File: src/rtl/hazard_pkg.sv
// Shared types and constants for the hazard/forwarding controller.
package hazard_pkg;

    localparam logic [1:0] TUSE_NONE   = 2'd3;
    localparam int         FWD_A_EARLY = 2;
    localparam int         FWD_A_LATE  = 3;
    localparam int         FWD_B_EARLY = 0;
    localparam int         FWD_B_LATE  = 1;

    typedef struct packed {
        logic       valid;
        logic [4:0] dst;
        logic [1:0] tnew;
        logic [4:0] rs;
        logic [4:0] rt;
    } stage_rec_t;

    // Producer holds a finished result for src this cycle.
    function automatic logic fwd_ready(input stage_rec_t p, input logic [4:0] src);
        return p.valid && (p.dst == src) && (src != 5'd0) && (p.tnew == 2'd0);
    endfunction

    // Producer still owes a result for src later than the consumer needs it.
    function automatic logic pending(input stage_rec_t p, input logic [4:0] src,
                                     input logic [1:0] tuse);
        return p.valid && (p.dst == src) && (p.tnew > tuse);
    endfunction

    // Two-producer select pair {late, early}; the younger producer wins.
    function automatic logic [1:0] fwd_pair(input stage_rec_t early, input stage_rec_t late,
                                            input logic [4:0] src);
        logic e;
        e = fwd_ready(early, src);
        return {(!e && fwd_ready(late, src)), e};
    endfunction

endpackage

File: src/rtl/hazard_stage_rec.sv
// One pipeline-stage shadow record; optionally ages Tnew by one (saturating at 0).
module hazard_stage_rec
    import hazard_pkg::*;
(
    input  logic       clk,
    input  logic       reset_n,
    input  stage_rec_t i_rec,
    input  logic       dec_tnew,
    output stage_rec_t o_rec
);

    stage_rec_t w_next;
    stage_rec_t r_rec;

    // Next record: copy with optional saturating Tnew decrement.
    always_comb begin
        w_next = i_rec;
        if (dec_tnew && (i_rec.tnew != 2'd0)) begin
            w_next.tnew = i_rec.tnew - 2'd1;
        end else begin
            w_next.tnew = i_rec.tnew;
        end
    end

    // Record register with synchronous clear.
    always_ff @(posedge clk) begin
        if (!reset_n) begin
            r_rec <= '0;
        end else begin
            r_rec <= w_next;
        end
    end

    assign o_rec = r_rec;

endmodule

File: src/rtl/hazard_forward_unit.sv
// Stall and forward-select generation for the F/D/E/M/W core, tracking E/M/W
// producers with shadow records that advance in lockstep with the datapath.
module hazard_forward_unit
    import hazard_pkg::*;
#(
    parameter int REG_ADDR_W = 5,
    parameter int TNEW_W     = 2
) (
    input  logic                  clk,
    input  logic                  reset_n,
    input  logic [REG_ADDR_W-1:0] rsD,
    input  logic [REG_ADDR_W-1:0] rtD,
    input  logic [TNEW_W-1:0]     tuseRsD,
    input  logic [TNEW_W-1:0]     tuseRtD,
    input  logic                  regWriteD,
    input  logic [REG_ADDR_W-1:0] dstD,
    input  logic [TNEW_W-1:0]     tnewD,
    output logic                  stall,
    output logic [3:0]            fwdSelD,
    output logic [3:0]            fwdSelE,
    output logic [1:0]            fwdSelM
);

    stage_rec_t w_rec_e_in;
    stage_rec_t w_rec_w_in;
    stage_rec_t w_rec_e;
    stage_rec_t w_rec_m;
    stage_rec_t w_rec_w;
    logic       w_hit_rs;
    logic       w_hit_rt;
    logic [1:0] w_pair;
    logic       w_unused_w;

    // A stalled D instruction enters E as a bubble; $0 writers are never producers.
    always_comb begin
        w_rec_e_in = '0;
        if (!stall) begin
            w_rec_e_in.valid = regWriteD && (dstD != 5'd0);
            w_rec_e_in.dst   = dstD;
            w_rec_e_in.tnew  = tnewD;
            w_rec_e_in.rs    = rsD;
            w_rec_e_in.rt    = rtD;
        end else begin
            w_rec_e_in.valid = 1'b0;
        end
        w_rec_w_in      = w_rec_m;
        w_rec_w_in.tnew = 2'd0;
    end

    hazard_stage_rec u_rec_e (.clk(clk), .reset_n(reset_n), .i_rec(w_rec_e_in), .dec_tnew(1'b0), .o_rec(w_rec_e));
    hazard_stage_rec u_rec_m (.clk(clk), .reset_n(reset_n), .i_rec(w_rec_e),    .dec_tnew(1'b1), .o_rec(w_rec_m));
    hazard_stage_rec u_rec_w (.clk(clk), .reset_n(reset_n), .i_rec(w_rec_w_in), .dec_tnew(1'b0), .o_rec(w_rec_w));

    // W consumes nothing downstream, so its source fields are never inspected.
    assign w_unused_w = ^{w_rec_w.rs, w_rec_w.rt};

    // Stall when an E/M producer cannot deliver before the operand is used.
    always_comb begin
        w_hit_rs = (tuseRsD != TUSE_NONE) && (rsD != 5'd0) &&
                   (pending(w_rec_e, rsD, tuseRsD) || pending(w_rec_m, rsD, tuseRsD));
        w_hit_rt = (tuseRtD != TUSE_NONE) && (rtD != 5'd0) &&
                   (pending(w_rec_e, rtD, tuseRtD) || pending(w_rec_m, rtD, tuseRtD));
        stall    = w_hit_rs || w_hit_rt;
    end

    // Forward selects per consuming stage; the younger producer takes priority.
    always_comb begin
        fwdSelD = 4'd0;
        fwdSelE = 4'd0;
        fwdSelM = 2'd0;
        w_pair  = fwd_pair(w_rec_e, w_rec_m, rsD);
        fwdSelD[FWD_A_EARLY] = w_pair[0];
        fwdSelD[FWD_A_LATE]  = w_pair[1];
        w_pair  = fwd_pair(w_rec_e, w_rec_m, rtD);
        fwdSelD[FWD_B_EARLY] = w_pair[0];
        fwdSelD[FWD_B_LATE]  = w_pair[1];
        w_pair  = fwd_pair(w_rec_m, w_rec_w, w_rec_e.rs);
        fwdSelE[FWD_A_EARLY] = w_pair[0];
        fwdSelE[FWD_A_LATE]  = w_pair[1];
        w_pair  = fwd_pair(w_rec_m, w_rec_w, w_rec_e.rt);
        fwdSelE[FWD_B_EARLY] = w_pair[0];
        fwdSelE[FWD_B_LATE]  = w_pair[1];
        fwdSelM[1] = fwd_ready(w_rec_w, w_rec_m.rs);
        fwdSelM[0] = fwd_ready(w_rec_w, w_rec_m.rt);
    end

endmodule

File: config.mk
export PLATFORM = sky130hd
export DESIGN_NAME = hazard_forward_unit
export DESIGN_NICKNAME = d
export VERILOG_FILES = /design/src/rtl/hazard_pkg.sv /design/src/rtl/hazard_stage_rec.sv /design/src/rtl/hazard_forward_unit.sv
export SDC_FILE = /design/constraint.sdc
export NUM_CORES = 1
export LEC_CHECK = 0
export ABC_AREA = 1
export CAP_MARGIN = 10
export CORE_UTILIZATION = 45
export CTS_CLUSTER_DIAMETER = 40
export DETAILED_ROUTE_END_ITERATION = 8
export PLACE_DENSITY = 0.68
export SYNTH_ARGS = -nofsm -noshare
export SYNTH_HDL_FRONTEND = slang
export SYNTH_SLANG_ARGS = --single-unit
File: constraint.sdc
create_clock -name clk -period 2.6 [get_ports clk]
set_input_delay 0.39 -clock clk [delete_from_list [all_inputs] [get_ports clk]]
set_output_delay 0.39 -clock clk [all_outputs]
set_load 0.01 [all_outputs]
# [Yosys cells after proc, flatten, opt, wreduce, memory -nomap -nowiden]
# Index checks and enable logic that the tools add are counted.
[classes] muxes=1 bitwise_logic=1 reduce_logical=62 n_eq_ne=12 n_addsub=1 order_cmp=4
[op_table] cell="equality test 5 bit" count=10
[op_table] cell="logical AND 1 bit" count=43
[op_table] cell="nonzero test 5 bit" count=7
[op_table] cell="greater-than comparator 2 bit" count=4
[op_table] cell="logical NOT 1 bit" count=4
[op_table] cell="logical NOT 2 bit" count=2
[op_table] cell="inequality test 2 bit, second input constant" count=2
[op_table] cell="logical OR 1 bit" count=3
[op_table] cell="logical NOT 2 bit, first input constant" count=1
[op_table] cell="2-to-1 mux 2 bit" count=1
[op_table] cell="nonzero test 2 bit" count=1
[op_table] cell="OR reduction 2 bit" count=1
[op_table] cell="subtractor 2 x 1 -> 2 bit, second input constant" count=1
[op_table] cell="inverter 1 bit" count=1
[word_totals] in_bits=24 regBits=42 output_inout_bits=11 elab_cells=93

# [Longest topological paths before layout]
[logic_depth] depth_word=7 depth_mapped=11 mapped_depth_nobuf=10

# [Cells and area by module]
# A second synthesis with hierarchy kept.
[unflattened] cells_unflattened=455 hier_area_um2=3004.1
[by_module_without_submodules] module="hazard_stage_rec" cells_per_inst=64 n_inst=3 area_each_um2=573.0
[by_module_without_submodules] module="hazard_forward_unit" cells_per_inst=263 n_inst=1 area_each_um2=1285.0

# [Worst setup path before layout]
# Ideal clock, no wire load.
[synth_timing] path_kind="input to output" startpoint="input tuseRtD[1]" endpoint="output stall" setup_slack_ps=953 path_stages=8 arrival_ps=1257 cell_sequence="inv_1 > ha_1 > nand2_1 > a21boi_0 > nand4_1 > nand2_1 > nand2_2 > nand2_1"
[synth_via] elab_chain_cells=5
[synth_lines] item="start, declared" line="hazard_forward_unit.sv:14" text="input logic [TNEW_W-1:0] tuseRtD,"
[synth_lines] item="greater-than comparator 2 bit" line="hazard_pkg.sv:26" text="return p.valid && (p.dst == src) && (p.tnew > tuse);"
[synth_lines] item="logical AND 1 bit" line="hazard_pkg.sv:26"
[synth_lines] item="logical OR 1 bit" line="hazard_forward_unit.sv:62" text="(pending(w_rec_e, rtD, tuseRtD) || pending(w_rec_m, rtD, tuseRtD));"
[synth_lines] item="logical AND 1 bit *" line="hazard_forward_unit.sv:61" text="w_hit_rt = (tuseRtD != TUSE_NONE) && (rtD != 5'd0) &&"
[synth_lines] item="logical OR 1 bit *" line="hazard_forward_unit.sv:63" text="stall = w_hit_rs || w_hit_rt;"
[synth_lines] item="end, declared" line="hazard_forward_unit.sv:18" text="output logic stall,"
# Mark *: on every way between the ends. The rest lies on a longest branch, timed or not.

# [Worst setup path in the final report]
[layout_timing] startpoint="input rsD[3]" endpoint="output fwdSelD[3]"
[layout_via] elab_chain_cells=6
[layout_lines] item="start, declared" line="hazard_forward_unit.sv:11" text="input logic [REG_ADDR_W-1:0] rsD,"
[layout_lines] item="equality test 5 bit" line="hazard_pkg.sv:20" text="return p.valid && (p.dst == src) && (src != 5'd0) && (p.tnew == 2'd0);"
[layout_lines] item="logical AND 1 bit (3 in a row)" line="hazard_pkg.sv:20"
[layout_lines] item="logical NOT 1 bit" line="hazard_pkg.sv:34" text="return {(!e && fwd_ready(late, src)), e};"
[layout_lines] item="logical AND 1 bit *" line="hazard_pkg.sv:34"
[layout_lines] item="end, declared" line="hazard_forward_unit.sv:19" text="output logic [3:0] fwdSelD,"
# Marks and branches as above.

==> out/summary.txt <==
outcome -> complete, no violations
vias in the first global route -> 2087
placed insts -> 450
worst reg2reg startpoint -> u_rec_e.o_rec[10]
CTS clk-pin slew, worst paths -> 0.08 ns
clk root buf -> clkbuf_8
worst-case clock buffer depth -> 2
PnR worst setup slack -> 0.1132 ns
largest family of logic cells by synthesized area -> simple AND/OR/NAND/NOR gates
net switching power figure -> 0.0003713 W
sum of negative setup slack -> 0 ns
share of cells above drive strength 1 -> 10.74%
full die area -> 0.005400 mm²
Total Routed Length -> 5359 µm
post-synthesis compound-gate area fraction -> 8.596%
Chip Width -> 73.49 µm
critical path class -> in -> out
final net count -> 422
Post-Syn Instances -> 344
critical path required time -> 2.21 ns
antenna viol nets, final -> 0
vias per cell -> 4.771
row count -> 25
simple-gate share of the synthesized area -> 32.75%
worst r2r path cells -> 10
Hold Path Class -> reg -> reg
fin util -> 60.08%
Setup crit end kind -> primary output
routability cong. -> 0.8710
transition time at the pin with the least slew margin -> 0.3344 ns
final period utilization -> 95.65%
Post-Syn Nets -> 376
fmax -> 402.1 MHz
H-tree depth -> 2
clock net sink count -> 42
Hold EP -> u_rec_m.o_rec[12]
core area -> 0.004817 mm²
hold_sp -> u_rec_e.o_rec[12]
yosys warns -> 0
wire per inst -> 11.70 µm
Worst setup SP type -> input pin
first-pass GRT wire length -> 9183 µm
Layout area overhead -> 25.84%
r2r endpoint -> u_rec_e.o_rec[7]
P_int -> 0.001062 W
area share of fa/ha/maj cells after synthesis -> 4.353%
Worst Clk Skew -> 0.009372 ns
DP Wirelength -> 4113 µm
CTS buffer count -> 5
Max-slew headroom -> 77.50%
Clock power frac -> 35.7%
final cell count without fillers -> 458
# DRC -> 0
GRT Residual Overflow -> 0
Final min period -> 2.487 ns
power share of the combinational group -> 15.1%
Chip Height -> 73.49 µm
number of I/O port buffers -> 34
worst-skew pair later-pin latency -> 0.29 ns
largest net degree at the start of global routing -> 24
reg2reg setup slack -> 0.86 ns
sequential power share -> 49.3%
Data arrival, critical path -> 2.10 ns
Max-cap violations -> 0
synthesized flop and latch total -> 42
vias -> 2185
switching power share of the total -> 25.90%
Post-Syn Area -> 0.002300 mm²
Synth Area per Inst -> 6.685 µm²
Initial Utilization -> 47.74%
peak fanout along the critical path -> 5
Worst Hold Depth -> 2
hold_buf cts -> 0
sequential area share after synthesis -> 36.56%
Ports -> 35
Cell variety after synth -> 29
xor and xnor area share after synthesis -> 3.808%
CTS tree -> yes
setup bufs post-CTS -> 0
antenna violations before repair -> 0
peak supply drop -> 0.2673 mV
Setup WS pre-CTS -> -0.1132 ns
P_leak -> 1.546 nW
Slew Viols, Final -> 0
Antenna Cells -> 0
Final setup viols -> 0
Final Hold Vio Count -> 0
DRT Pass-1 Iters -> 4
Initial DRC Count -> 94
mux cell area share after synthesis -> 0%
pwr dens -> 495.2 mW/mm²
gr usage total -> 22.41%
Fillers -> 470
## cell usage in the layout (no fill, tap or decap), types with 5 or more instances in the layout
cell type        count
nand2_1             88
inv_1               70
dfxtp_1             42
nor2_1              30
clkdlybuf4s50_1     29
nor2_2              14
nor3_1              11
nand3_1             11
buf_4               10
o22ai_1              9
a21oi_1              9
ha_1                 8
o21ai_0              7
xor2_1               7
nand4_1              5
inv_2                5
clkbuf_8             5
## cell families after synthesis
family,Yosys count
AND/OR/NAND/NOR,171
buffers and inverters,80
flip-flops,42
AO/OA/AOI/OAI,33
XOR/XNOR,10
adder cells (fa/ha/maj),8
## critical path: stages
cell             delay, ns
clkdlybuf4s50_1       0.51
inv_1                 0.11
a21oi_1               0.13
nand2_1               0.07
nor2_2                0.12
nand4_1               0.10
nor2_1                0.11
clkdlybuf4s50_1       0.54
## flip-flops by register name (all words and copies together) (netlist names)
| register | flops |
|---|---|
| u_rec_e.o_rec | 18 |
| u_rec_m.o_rec | 18 |
| u_rec_w.o_rec | 6 |
## cells in the mapped netlist
master	n	area share (%)
nand2_1	88	14
inv_1	70	11
dfxtp_1	42	37
nor2_1	34	5.5
nor3_1	12	2.6
nand3_1	11	2.4
nor2_2	10	2.7
a21oi_1	9	2.0
o22ai_1	9	2.4
ha_1	8	4.4
o21ai_0	7	1.5
xor2_1	7	2.7
inv_2	5	0.82
nand4_1	5	1.4
a211oi_1	4	1.3
nor4_1	4	1.1
clkbuf_1	3	0.49
xnor2_1	3	1.1
a21boi_0	2	0.65
nand2_2	2	0.54
a22oi_1	1	0.33
buf_12	1	0.87
buf_4	1	0.33
nand3_4	1	0.76
nand3b_1	1	0.33
nor3_2	1	0.44
nor3b_1	1	0.33
o2111ai_1	1	0.38
or2_2	1	0.27
## how the worst max path moves through the flow
stage | slack, ns | endpoint | startpoint
global placement | -0.06 | stall | tuseRtD[1]
detailed placement | -0.11 | stall | tuseRtD[1]
global route | -0.0004 | fwdSelD[3] | rsD[3]
CTS | 0.03 | fwdSelD[1] | rtD[0]
floorplan | 0.95 | stall | tuseRtD[1]
finish | 0.11 | fwdSelD[3] | rsD[3]
## power groups by stage
stage          sequential (W)  clock [W]  combinational (W)
4_1_cts              0.000706   0.000523           0.000215
2_1_floorplan        0.000709          0           0.000138
3_3_place_gp         0.000721          0           0.000211
5_1_grt              0.000710   0.000549           0.000248
6_report             0.000706   0.000511           0.000216
3_5_place_dp         0.000721          0           0.000214
## routing by layer
metal | GRT usage [%] | routed length (µm) | share of wire, %
met3 | 3.841 | 228 | 4.3
met1 | 27.40 | 2376 | 44
met2 | 38.02 | 2600 | 49
met5 | 0 | 0 | 0
met4 | 10.68 | 153 | 2.9
## metrics by stage
step	instance area, µm²	total power (W)	hold WS (ns)
CTS	2869	0.001444	0.4488
finish	2894	0.001433	0.4576
floorplan	2300	0.0008470	0.4163
global placement	2760	0.0009313	0.4388
global route	2894	0.001507	0.4765
detailed placement	2760	0.0009352	0.4384
## final cells by class
type / count / area, µm² / share of cell area (%)
clock inverters: 2 / 37.54 / 1.297
inverters: 75 / 281.5 / 9.728
repair buffers: 44 / 424.2 / 14.66
well taps: 67 / 83.83 / 2.897
flip-flops and latches: 42 / 840.8 / 29.05
multi-input cells: 222 / 1154 / 39.86
clock buffers: 6 / 72.57 / 2.508
## repair_timing
| action | in CTS | in global routing |
|---|---|---|
| gates cloned | 0 | 0 |
| gates resized for setup | 1 | 11 |
| setup endpoints to repair | 1 | 5 |
| pin swaps | 0 | 1 |
Power figures use the tool's default switching activity.
